--- src/rtl/capture_pkg.sv ---
`default_nettype none
// ============================================================================
// capture_pkg : state encoding and buffer sizing shared by the capture path
// Revision    : 1.0
// ============================================================================
package capture_pkg;

  localparam int unsigned CAPTURE_ADDR_W = 9;

  typedef enum logic [2:0] {
    ST_IDLE     = 3'd0,
    ST_PRETRIG  = 3'd1,
    ST_ARMED    = 3'd2,
    ST_POSTTRIG = 3'd3,
    ST_DONE     = 3'd4
  } state_e;

  function automatic int unsigned depth_of(input int unsigned addr_w);
    return 32'd1 << addr_w;
  endfunction

endpackage
`default_nettype wire

--- src/rtl/capture_ctrl.sv ---
`default_nettype none
// ============================================================================
// capture_ctrl : circular capture RAM writer with pre/post-trigger windows.
//                Optional ARMED timeout trigger under CAPTURE_AUTO_TRIG_EN.
// Revision     : 1.0
// ============================================================================
module capture_ctrl
  import capture_pkg::*;
#(
  parameter int unsigned ADDR_W     = CAPTURE_ADDR_W,
  parameter int unsigned AUTO_LIMIT = 4096
) (
  input  logic              clk,
  input  logic              rst,
  input  logic [7:0]        smpl,
  input  logic              wrt_smpl,
  input  logic              run,
  input  logic              trig_pulse,
  input  logic [ADDR_W-1:0] trig_pos,
  output logic              we,
  output logic [ADDR_W-1:0] waddr,
  output logic [7:0]        wdata,
  output logic              armed,
  output logic              triggered,
  output logic              capture_done,
  output logic [ADDR_W-1:0] trig_addr,
  output logic              auto_trig
);

  localparam int unsigned DEPTH = depth_of(ADDR_W);

  state_e            state_q, state_d;
  logic [ADDR_W-1:0] wptr_q, wptr_d;
  logic [ADDR_W-1:0] cnt_q, cnt_d;
  logic [ADDR_W-1:0] post_len_q, post_len_d;
  logic [ADDR_W-1:0] trig_addr_q, trig_addr_d;
  logic [ADDR_W-1:0] waddr_q, waddr_d;
  logic [7:0]        wdata_q, wdata_d;
  logic              we_q, we_d;
  logic              triggered_q, triggered_d;
  logic              armed_q, done_q;

  logic              w_capture;
  logic              w_force;
  logic [ADDR_W-1:0] w_cnt_inc;
  logic [ADDR_W-1:0] w_pre_len;

  // post_len is never 0, so the pre-trigger length always fits in ADDR_W bits
  assign w_pre_len = ADDR_W'(DEPTH - 32'(post_len_q));
  assign w_cnt_inc = cnt_q + ADDR_W'(1);
  assign w_capture = (state_q == ST_PRETRIG) || (state_q == ST_ARMED) ||
                     (state_q == ST_POSTTRIG);

`ifdef CAPTURE_AUTO_TRIG_EN
  localparam int unsigned AUTO_W = $clog2(AUTO_LIMIT + 1);
  logic [AUTO_W-1:0] auto_cnt_q, auto_cnt_d;
  logic              auto_trig_q, auto_trig_d;

  // A real trigger on the same cycle takes precedence over the timeout
  assign w_force   = wrt_smpl && !trig_pulse && (auto_cnt_q == AUTO_W'(AUTO_LIMIT));
  assign auto_trig = auto_trig_q;
`else
  assign w_force   = 1'b0;
  assign auto_trig = 1'b0;
`endif

  always_comb begin
    state_d     = state_q;
    wptr_d      = wptr_q;
    cnt_d       = cnt_q;
    post_len_d  = post_len_q;
    trig_addr_d = trig_addr_q;
    triggered_d = triggered_q;
    waddr_d     = waddr_q;
    wdata_d     = wdata_q;
    we_d        = 1'b0;
`ifdef CAPTURE_AUTO_TRIG_EN
    auto_cnt_d  = auto_cnt_q;
    auto_trig_d = auto_trig_q;
`endif

    if (run) begin
      state_d     = ST_PRETRIG;
      wptr_d      = '0;
      cnt_d       = '0;
      triggered_d = 1'b0;
      post_len_d  = (trig_pos == '0) ? ADDR_W'(1) : trig_pos;
`ifdef CAPTURE_AUTO_TRIG_EN
      auto_cnt_d  = '0;
      auto_trig_d = 1'b0;
`endif
    end else begin
      if (w_capture && wrt_smpl) begin
        we_d    = 1'b1;
        waddr_d = wptr_q;
        wdata_d = smpl;
        wptr_d  = wptr_q + ADDR_W'(1);
      end

      case (state_q)
        ST_PRETRIG: begin
          if (wrt_smpl) begin
            if (w_cnt_inc == w_pre_len) begin
              state_d = ST_ARMED;
              cnt_d   = '0;
            end else begin
              cnt_d = w_cnt_inc;
            end
          end
        end
        ST_ARMED: begin
          if (trig_pulse || w_force) begin
            state_d     = ST_POSTTRIG;
            triggered_d = 1'b1;
            trig_addr_d = wptr_q;
            cnt_d       = '0;
`ifdef CAPTURE_AUTO_TRIG_EN
            auto_trig_d = w_force;
`endif
            // A coincident strobe is the trigger sample and the first post write
            if (wrt_smpl) begin
              if (post_len_q == ADDR_W'(1)) begin
                state_d = ST_DONE;
              end else begin
                cnt_d = ADDR_W'(1);
              end
            end
          end else if (wrt_smpl) begin
`ifdef CAPTURE_AUTO_TRIG_EN
            auto_cnt_d = auto_cnt_q + AUTO_W'(1);
`endif
          end
        end
        ST_POSTTRIG: begin
          if (wrt_smpl) begin
            if (w_cnt_inc == post_len_q) begin
              state_d = ST_DONE;
            end else begin
              cnt_d = w_cnt_inc;
            end
          end
        end
        default: ;
      endcase
    end
  end

  always_ff @(posedge clk) begin
    if (rst) begin
      state_q     <= ST_IDLE;
      wptr_q      <= '0;
      cnt_q       <= '0;
      post_len_q  <= ADDR_W'(1);
      trig_addr_q <= '0;
      triggered_q <= 1'b0;
      waddr_q     <= '0;
      wdata_q     <= '0;
      we_q        <= 1'b0;
      armed_q     <= 1'b0;
      done_q      <= 1'b0;
`ifdef CAPTURE_AUTO_TRIG_EN
      auto_cnt_q  <= '0;
      auto_trig_q <= 1'b0;
`endif
    end else begin
      state_q     <= state_d;
      wptr_q      <= wptr_d;
      cnt_q       <= cnt_d;
      post_len_q  <= post_len_d;
      trig_addr_q <= trig_addr_d;
      triggered_q <= triggered_d;
      waddr_q     <= waddr_d;
      wdata_q     <= wdata_d;
      we_q        <= we_d;
      armed_q     <= (state_d == ST_ARMED);
      done_q      <= (state_d == ST_DONE);
`ifdef CAPTURE_AUTO_TRIG_EN
      auto_cnt_q  <= auto_cnt_d;
      auto_trig_q <= auto_trig_d;
`endif
    end
  end

  assign we           = we_q;
  assign waddr        = waddr_q;
  assign wdata        = wdata_q;
  assign armed        = armed_q;
  assign triggered    = triggered_q;
  assign capture_done = done_q;
  assign trig_addr    = trig_addr_q;

endmodule
`default_nettype wire

--- config.mk ---
export PLATFORM = sky130hd
export DESIGN_NAME = capture_ctrl
export DESIGN_NICKNAME = d
export VERILOG_FILES = /design/src/rtl/capture_pkg.sv /design/src/rtl/capture_ctrl.sv
export SDC_FILE = /design/constraint.sdc
export NUM_CORES = 1
export LEC_CHECK = 0
export CAP_MARGIN = 0
export CORE_ASPECT_RATIO = 1.5
export CORE_MARGIN = 2
export CORE_UTILIZATION = 24
export CTS_CLUSTER_SIZE = 40
export DETAILED_ROUTE_END_ITERATION = 16
export SLEW_MARGIN = 20
export SYNTH_ARGS = -nofsm -noshare
export SYNTH_HDL_FRONTEND = slang
export SYNTH_SLANG_ARGS = --single-unit
--- constraint.sdc ---
create_clock -name clk -period 7.42 [get_ports clk]
set_input_delay 1.484 -clock clk [delete_from_list [all_inputs] [get_ports clk]]
set_output_delay 1.484 -clock clk [all_outputs]
set_load 0.05 [all_outputs]
Word-level counts from Yosys, hierarchy flattened
Index checks and enable logic that the tools add are counted.
W data, S select, Z words.
Cells by class
  add/sub/neg operators: 3
  equality and inequality tests: 12
  multiplexer cells: 19
  bitwise logic cells: 1
  reductions and logical operators: 10
Operator list (count)
  $mux W9: 6
  $pmux W9 S3: 1
  $mux W3: 8
  $add A9 B1 Y9 const B: 2
  $eq A9 B9 Y1: 2
  $eq A3 B2 Y1 const B: 3
  $eq A9 B1 Y1 const B: 1
  $logic_not A9 Y1: 1
  $pmux W3 S3: 1
  $sub A1 B9 Y9 const A: 1
  $ne A2 B2 Y1 const B: 4
  $reduce_and A5 Y1: 1
  $reduce_and A2 Y1: 2
  $eq A3 B1 Y1 const B: 1
  $eq A3 B3 Y1 const B: 1
  $mux W1: 3
  $reduce_and A3 Y1: 1
  $reduce_bool A3 Y1: 1
  $logic_or A1 B1 Y1: 2
  $reduce_or A2 Y1: 1
  $logic_and A1 B1 Y1: 1
  $not A1 Y1: 1
Word-level totals
  bits in registers: 60
  input port bits: 22
  output and inout port bits: 31
  word-level logic and storage cells: 56

Longest topological paths before layout
Gate-level depths: netlist of the first run.
  word-level depth: 7
  depth in mapped cells: 10
  mapped depth without buffers: 10

Least setup slack after synthesis of the first run
No wires, ideal clock.
  path kind: input to register
  start: input port wrt_smpl
  end: register waddr_q[8] (netlist: waddr[8])
  arrival time: 2894 ps
  data required time: 7349 ps
  path slack: 4456 ps
  stages on the path: 7
  buffers on the path: 2
  cell sequence: nor2b_1 o21a_1 nor2b_1 clkbuf_1 clkbuf_1 nand2_1 a21oi_1
Between the ends
  cells in the longest elaborated chain, start to end: 2
Ends and longest elaborated chain
  from (decl): RTL line capture_ctrl.sv:16  | input logic wrt_smpl,
  $logic_and A1 B1 Y1: RTL line capture_ctrl.sv:93  | if (w_capture && wrt_smpl) begin
  $reduce_and A2 Y1 (no line)
  to (signal assigned): RTL line capture_ctrl.sv:172  | waddr_q <= waddr_d;
  to (decl): RTL line capture_ctrl.sv:37  | logic [ADDR_W-1:0] waddr_q, waddr_d;
No other way between the ends.
A chain may end at the register's enable or synchronous reset.

Final worst setup path of the first run
  start: input port run
  end: register cnt_q[3]
Between the ends
  cells in the longest elaborated chain, start to end: 1
Ends and longest elaborated chain
  from (decl): RTL line capture_ctrl.sv:17  | input logic run,
  $reduce_or A2 Y1 (no line)
  to (signal assigned): RTL line capture_ctrl.sv:168  | cnt_q <= cnt_d;
  to (decl): RTL line capture_ctrl.sv:34  | logic [ADDR_W-1:0] cnt_q, cnt_d;
No other way between the ends.

==> results of run 1 <==
layer usage:
metal	up-vias	routed length [µm]
li1	1286	-
met1	1248	3100
met2	73	4180
met3	14	333
met4	0	153
met5	-	0
kinds of logic after synthesis:
logic type	Yosys count	synth area share
XOR/XNOR	26	0.0937
multiplexers	18	0.0599
buffers and inverters	22	0.0337
adder cells (fa/ha/maj)	4	0.0167
AND/OR/NAND/NOR	162	0.275
AO/OA/AOI/OAI	54	0.120
other	1	0.00125
flip-flops	60	0.400
state kept, by name (all words and copies together) (netlist names):
signal	count
armed	1
waddr	9
wptr_q	9
post_len_q	9
trig_addr	9
wdata	8
cnt_q	9
capture_done	1
triggered	1
state_q	3
we	1
worst max-delay path: stages:
cell	delay [ns]
clkdlybuf4s50_1	0.84
or2_2	0.65
a311oi_4	0.47
nand2_2	0.17
o31ai_1	0.23
metrics by stage:
stage	instance area, µm²	instances	setup WS, ns	total power [µW]
6_report	3910	553	3.82	780
4_1_cts	3910	553	3.64	790
3_3_place_gp	3640	540	3.43	411
3_5_place_dp	3640	540	3.29	412
2_1_floorplan	3010	347	4.46	387
5_1_grt	3910	553	3.63	808
cell usage in the layout (no fill, tap or decap), types with 3 or more instances in the layout:
cell / count
a21oi_1: 27
a31oi_1: 4
clkbuf_16: 9
clkdlybuf4s50_1: 51
dfxtp_1: 60
ha_1: 4
inv_1: 7
mux2i_1: 18
nand2_1: 56
nand3_1: 9
nand4_1: 3
nor2_1: 43
nor2b_1: 4
nor3_1: 4
nor4_1: 5
o21a_1: 5
o21ai_0: 5
or2_2: 7
or3_1: 7
xnor2_1: 14
xor2_1: 8
how the worst max path moves through the flow:
stage	from	endpoint	slack, ns	cells past startpoint
after floorplan	wrt_smpl	waddr[8]$_SDFFE_PP0P_	4.46	7
after global placement	wrt_smpl	wdata[3]$_SDFFE_PP0P_	3.43	6
after detailed placement	wrt_smpl	waddr[3]$_SDFFE_PP0P_	3.29	6
after CTS	wrt_smpl	waddr[3]$_SDFFE_PP0P_	3.64	6
after global routing	wrt_smpl	cnt_q[5]$_SDFFE_PP0P_	3.63	7
final	run	cnt_q[3]$_SDFFE_PP0P_	3.82	5
final cells by class:
cell class | instances | area (µm²)
Clock inverter | 2 | 12.5
Clock buffer | 11 | 253
Tap cell | 156 | 195
Timing Repair Buffer | 52 | 518
Inverter | 7 | 26.3
Sequential cell | 60 | 1200
Fill cell | 1278 | 8410
Multi-Input combinational cell | 265 | 1710
power groups by stage:
stage / combinational, µW / clock, µW / sequential (µW)
3_5_place_dp: 70.8 / 0 / 341
5_1_grt: 77.5 / 395 / 335
2_1_floorplan: 43.2 / 0 / 344
3_3_place_gp: 69.7 / 0 / 341
4_1_cts: 71.2 / 385 / 335
6_report: 71.0 / 374 / 335
==> out/metrics.cfg, run 1 <==
[placed_design]
port_buffers=51
dp.final_hpwl_um=5810
routabilityCongestion=0.868

[worst_hold_path]
worstHoldStart=wdata[0]$_SDFFE_PP0P_
hold-path-cell-count=2
hold_class=reg -> reg
hold_end=wdata[0]$_SDFFE_PP0P_

[power_and_ir_drop]
power.internal_uw=597
p_per_area_nw_per_um2=199
power_frac_comb=0.091
p_leak_uw=0.00133
power_frac_seq=0.429
switchingPower_uw=183
clkPwrFrac=0.480
peakVddDrop_mv=0.139
switching_share=0.234

[synth]
syn_area_per_cell_um2=8.66
ys_top_cells_by_count=60 x dfxtp_1, 56 x nand2_1, 43 x nor2_1, 27 x a21oi_1, 18 x mux2i_1
yosysSeqAreaShare=0.400
ys_seq_elements=60
synth-edff-count=0
yosys_warnings=0
synth_area_um2=3010
synth_ff_type=dfxtp_1
synth.most_common_cell=dfxtp_1
synth_top_area_share=0.400
ys_async_sr_fraction=0
syn_nets=373
syn_inst=347
synth_area_leaders=dfxtp_1 40%, nand2_1 7.0%, mux2i_1 6.0%
ys_types=54
yosysTopAreaCell=dfxtp_1

[cells_and_area]
area_growth_pct=30.1
drive_above_1_share=0.0932
diodes=0
utilization=0.317
nNetsFinal=421

[global_routing]
use_met3=0.0321
overflow=0
grt_pass1_vias=2697
use_met1=0.134
busiest_layer=met2
track_usage=0.123
grt_max_degree=40
grt_first_pass_wirelength_um=13000
use_met2=0.219
antenna_found_initial=0

[sta]
relSlewSlack=0.284
rsz0062_at_grt=false
layout_min_cycle_time_ns=3.60
hold_slack_ns=0.451
setup_violations=0
clock_skew_ns=0.00492
fmax_mhz=278
hold_viol=0
fin_setup_tns_ns=0
slew_violations=0
finalCritPeriodShare=0.485
tightest_slew_ns=1.07

[clock_tree]
cts_tree=yes
cts_max_path_buffers=2
htree_num_levels=3
path_clk_slew_ns=0.05
cts_resized=0
cts_hold_buf=0
cts_buffers=9
cts_sinks=60
cts_setup_buffers=0
clk_latency_ns=0.32
cts_root_buf=clkbuf_16

[status]
status=completed

[drt]
viasPerCell=4.74
routedWlPerCell_um=14.0
vias=2621
drt_iter0_markers=139
postRouteAntennaNets=0
drt_wl_total_um=7760
drc_errors=0
drt_pre_antenna_iters=4

[critical_path]
cp.arrival_ns=3.84
cp_max_fo=16
crit_type=in -> reg
reg2reg_from=cnt_q[0]$_SDFFE_PP0P_
cp_data_required_time_ns=7.66
crit_path_start_kind=primary input
ff2ff_path_depth=9
timing.rr.end=cnt_q[5]$_SDFFE_PP0P_
r2r_slack_ns=4.10
critPathCaptureType=flop

[floorplanning]
die_y_um=141
die_x_um=95.4
dieArea_um2=13500
start_util=0.244
rows=50
core_um2=12300
io_pins=53

[job]
max_cap_viol_count=0

Power figures use the tool's default switching activity.
==> run 2: changes to the inputs <==
- clock period: 7.42 -> 3.1 ns (I/O delays scaled with it)
==> run 2 against run 1 <==
Compared with the run above:
- count of clock-buffer cells in the layout shrank 2
- sequential share of layout area shrank 1.1 points
- sequential power grew 140%
- design area grew 3.7%
- final cell count grew 2.9%
- non-clock buffer count grew 13
- combinational power grew to 2.6 times the previous value
- utilization grew 1.2 points
- first-iteration DRC count is the same
- register-to-register slack lost 3.9 ns
- die area is the same
- largest power group unchanged
- clock skew is essentially flat
==> out/metrics.cfg, run 2 (same netlist as run 1, synthesis figures left out) <==
[status]
status=completed  ; unchanged

[floorplanning]
core_um2=12300  ; unchanged
io_pins=53  ; unchanged
start_util=0.244  ; unchanged
rows=50  ; unchanged
die_x_um=95.4  ; unchanged
dieArea_um2=13500  ; unchanged
die_y_um=141  ; unchanged

[cells_and_area]
final_cell_mix=60 x dfxtp_1, 56 x nand2_1, 51 x clkdlybuf4s50_1, 43 x nor2_1, 27 x a21oi_1  ; unchanged
utilization=0.329  ; was 0.317
nFillCells=1275  ; was 1278
area_growth_pct=35.0  ; was 30.1%
drive_above_1_share=0.133  ; was 0.0932
diodes=0  ; unchanged
nNetsFinal=434  ; was 421
final_common_cell=dfxtp_1  ; unchanged

[drt]
viasPerCell=4.65  ; was 4.74
drt_wl_total_um=8040  ; was 7760 µm
routedWlPerCell_um=14.1  ; was 14.0 µm
vias=2647  ; was 2621
drt_pre_antenna_iters=4  ; unchanged
postRouteAntennaNets=0  ; unchanged
drc_errors=0  ; unchanged
drt_iter0_markers=139  ; unchanged

[clock_tree]
clk_latency_ns=0.33  ; was 0.32 ns
cts_hold_buf=0  ; unchanged
path_clk_slew_ns=0.06  ; was 0.05 ns
cts_sinks=60  ; unchanged
cts_root_buf=clkbuf_16  ; unchanged
cts_max_path_buffers=2  ; unchanged
htree_num_levels=3  ; unchanged
cts_buffers=9  ; unchanged
cts_tree=yes  ; unchanged

[global_routing]
grt_max_degree=39  ; was 40
overflow=0  ; unchanged
grt_pass1_vias=2718  ; was 2697
track_usage=0.125  ; was 0.123
grt_first_pass_wirelength_um=13200  ; was 13000 µm
antenna_found_initial=0  ; unchanged

[power_and_ir_drop]
peakVddDrop_mv=0.320  ; was 0.139 mV
p_leak_uw=0.00141  ; was 0.00133 µW
p_per_area_nw_per_um2=489  ; was 199 nW/µm²

[sta]
setup_violations=0  ; unchanged
hold_viol=0  ; unchanged
fmax_mhz=345
slew_violations=0  ; unchanged
rsz0062_at_grt=false  ; unchanged
fin_setup_tns_ns=0  ; unchanged
layout_min_cycle_time_ns=2.90
finalCritPeriodShare=0.936
tightest_slew_ns=0.696  ; was 1.07 ns
relSlewSlack=0.536  ; was 0.284
clock_skew_ns=0.00448  ; was 0.00492 ns

[placed_design]
dp.final_hpwl_um=5930  ; was 5810 µm
port_buffers=51  ; unchanged
routabilityCongestion=0.868  ; about the same

[critical_path]
critPathCaptureType=flop  ; unchanged
cp.arrival_ns=3.10  ; was 3.84 ns
cp_max_fo=8  ; was 16
crit_type=reg -> reg  ; was in -> reg
crit_path_start_kind=flop  ; was primary input
cp_data_required_time_ns=3.30  ; was 7.66 ns

[job]
max_cap_viol_count=0  ; unchanged

[worst_hold_path]
hold_class=reg -> reg  ; unchanged

==> run 2: changes by cell type in the layout (fill, tap and decap cells not counted), moves of 2 or more <==
cell	change
inv_6	+2
buf_4	+13
clkinvlp_4	+2
clkbuf_8	-2
==> run 2: path summary, 6_finish.rpt <==
| kind | from | to | slack (ns) | cells after the start |
|---|---|---|---|---|
| max reg2reg | cnt_q[0]$_SDFFE_PP0P_ | cnt_q[4]$_SDFFE_PP0P_ | 0.20 | 10 |
| min reg2reg | wdata[6]$_SDFFE_PP0P_ | wdata[6]$_SDFFE_PP0P_ | 0.46 | 2 |
| min | wdata[6]$_SDFFE_PP0P_ | wdata[6]$_SDFFE_PP0P_ | 0.46 | 2 |
| max | cnt_q[0]$_SDFFE_PP0P_ | cnt_q[4]$_SDFFE_PP0P_ | 0.20 | 10 |
==> run 2: layout make-up <==
| class | count | area, µm² | share of cell area |
|---|---|---|---|
| clock buffer | 9 | 225 | 0.0555 |
| clock inverter | 7 | 75.1 | 0.0185 |
| inverter | 7 | 26.3 | 0.00648 |
| multi-input combinational | 265 | 1720 | 0.424 |
| sequential | 60 | 1200 | 0.296 |
| tap | 156 | 195 | 0.0481 |
| timing repair buffer | 65 | 616 | 0.152 |
==> run 2: per-stage QoR <==
stage / power (µW) / setup WS, ns / std cells / hold slack, ns / area (µm²)
6_report: 1990 / 0.198 / 569 / 0.455 / 4060
5_1_grt: 2060 / 0.0478 / 569 / 0.485 / 4060
4_1_cts: 2010 / 0.109 / 566 / 0.459 / 4020
3_5_place_dp: 994 / 0.136 / 550 / 0.450 / 3720
3_3_place_gp: 992 / 0.210 / 550 / 0.446 / 3720
2_1_floorplan: 926 / 0.345 / 347 / 0.456 / 3010
==> run 2: where the power goes <==
group | internal [µW] | switching [µW]
Combinational | 85.0 | 98.9
Clock | 625 | 378
Sequential | 783 | 15.4
Total | 1490 | 492
==> run 2: what timing repair did <==
item,CTS,global route
buffers inserted,0,3
endpoints found under the setup margin,0,7
resized for setup,0,3
==> run 2: worst max-delay path, stage by stage (launching register included) <==
cell      delay [ns]
dfxtp_1         0.46
ha_2            0.30
nand3_4         0.14
or2_2           0.34
xnor3_1         0.37
nor4bb_2        0.38
or2_1           0.22
a311oi_4        0.16
buf_4           0.17
a31oi_1         0.15
o31ai_1         0.09
==> run 2: metal layers <==
| layer | wire [µm] | track usage |
|---|---|---|
| met1 | 3250 | 0.141 |
| met2 | 4260 | 0.219 |
| met3 | 340 | 0.0315 |
| met4 | 192 | 0.0541 |
| met5 | 0 | 0 |
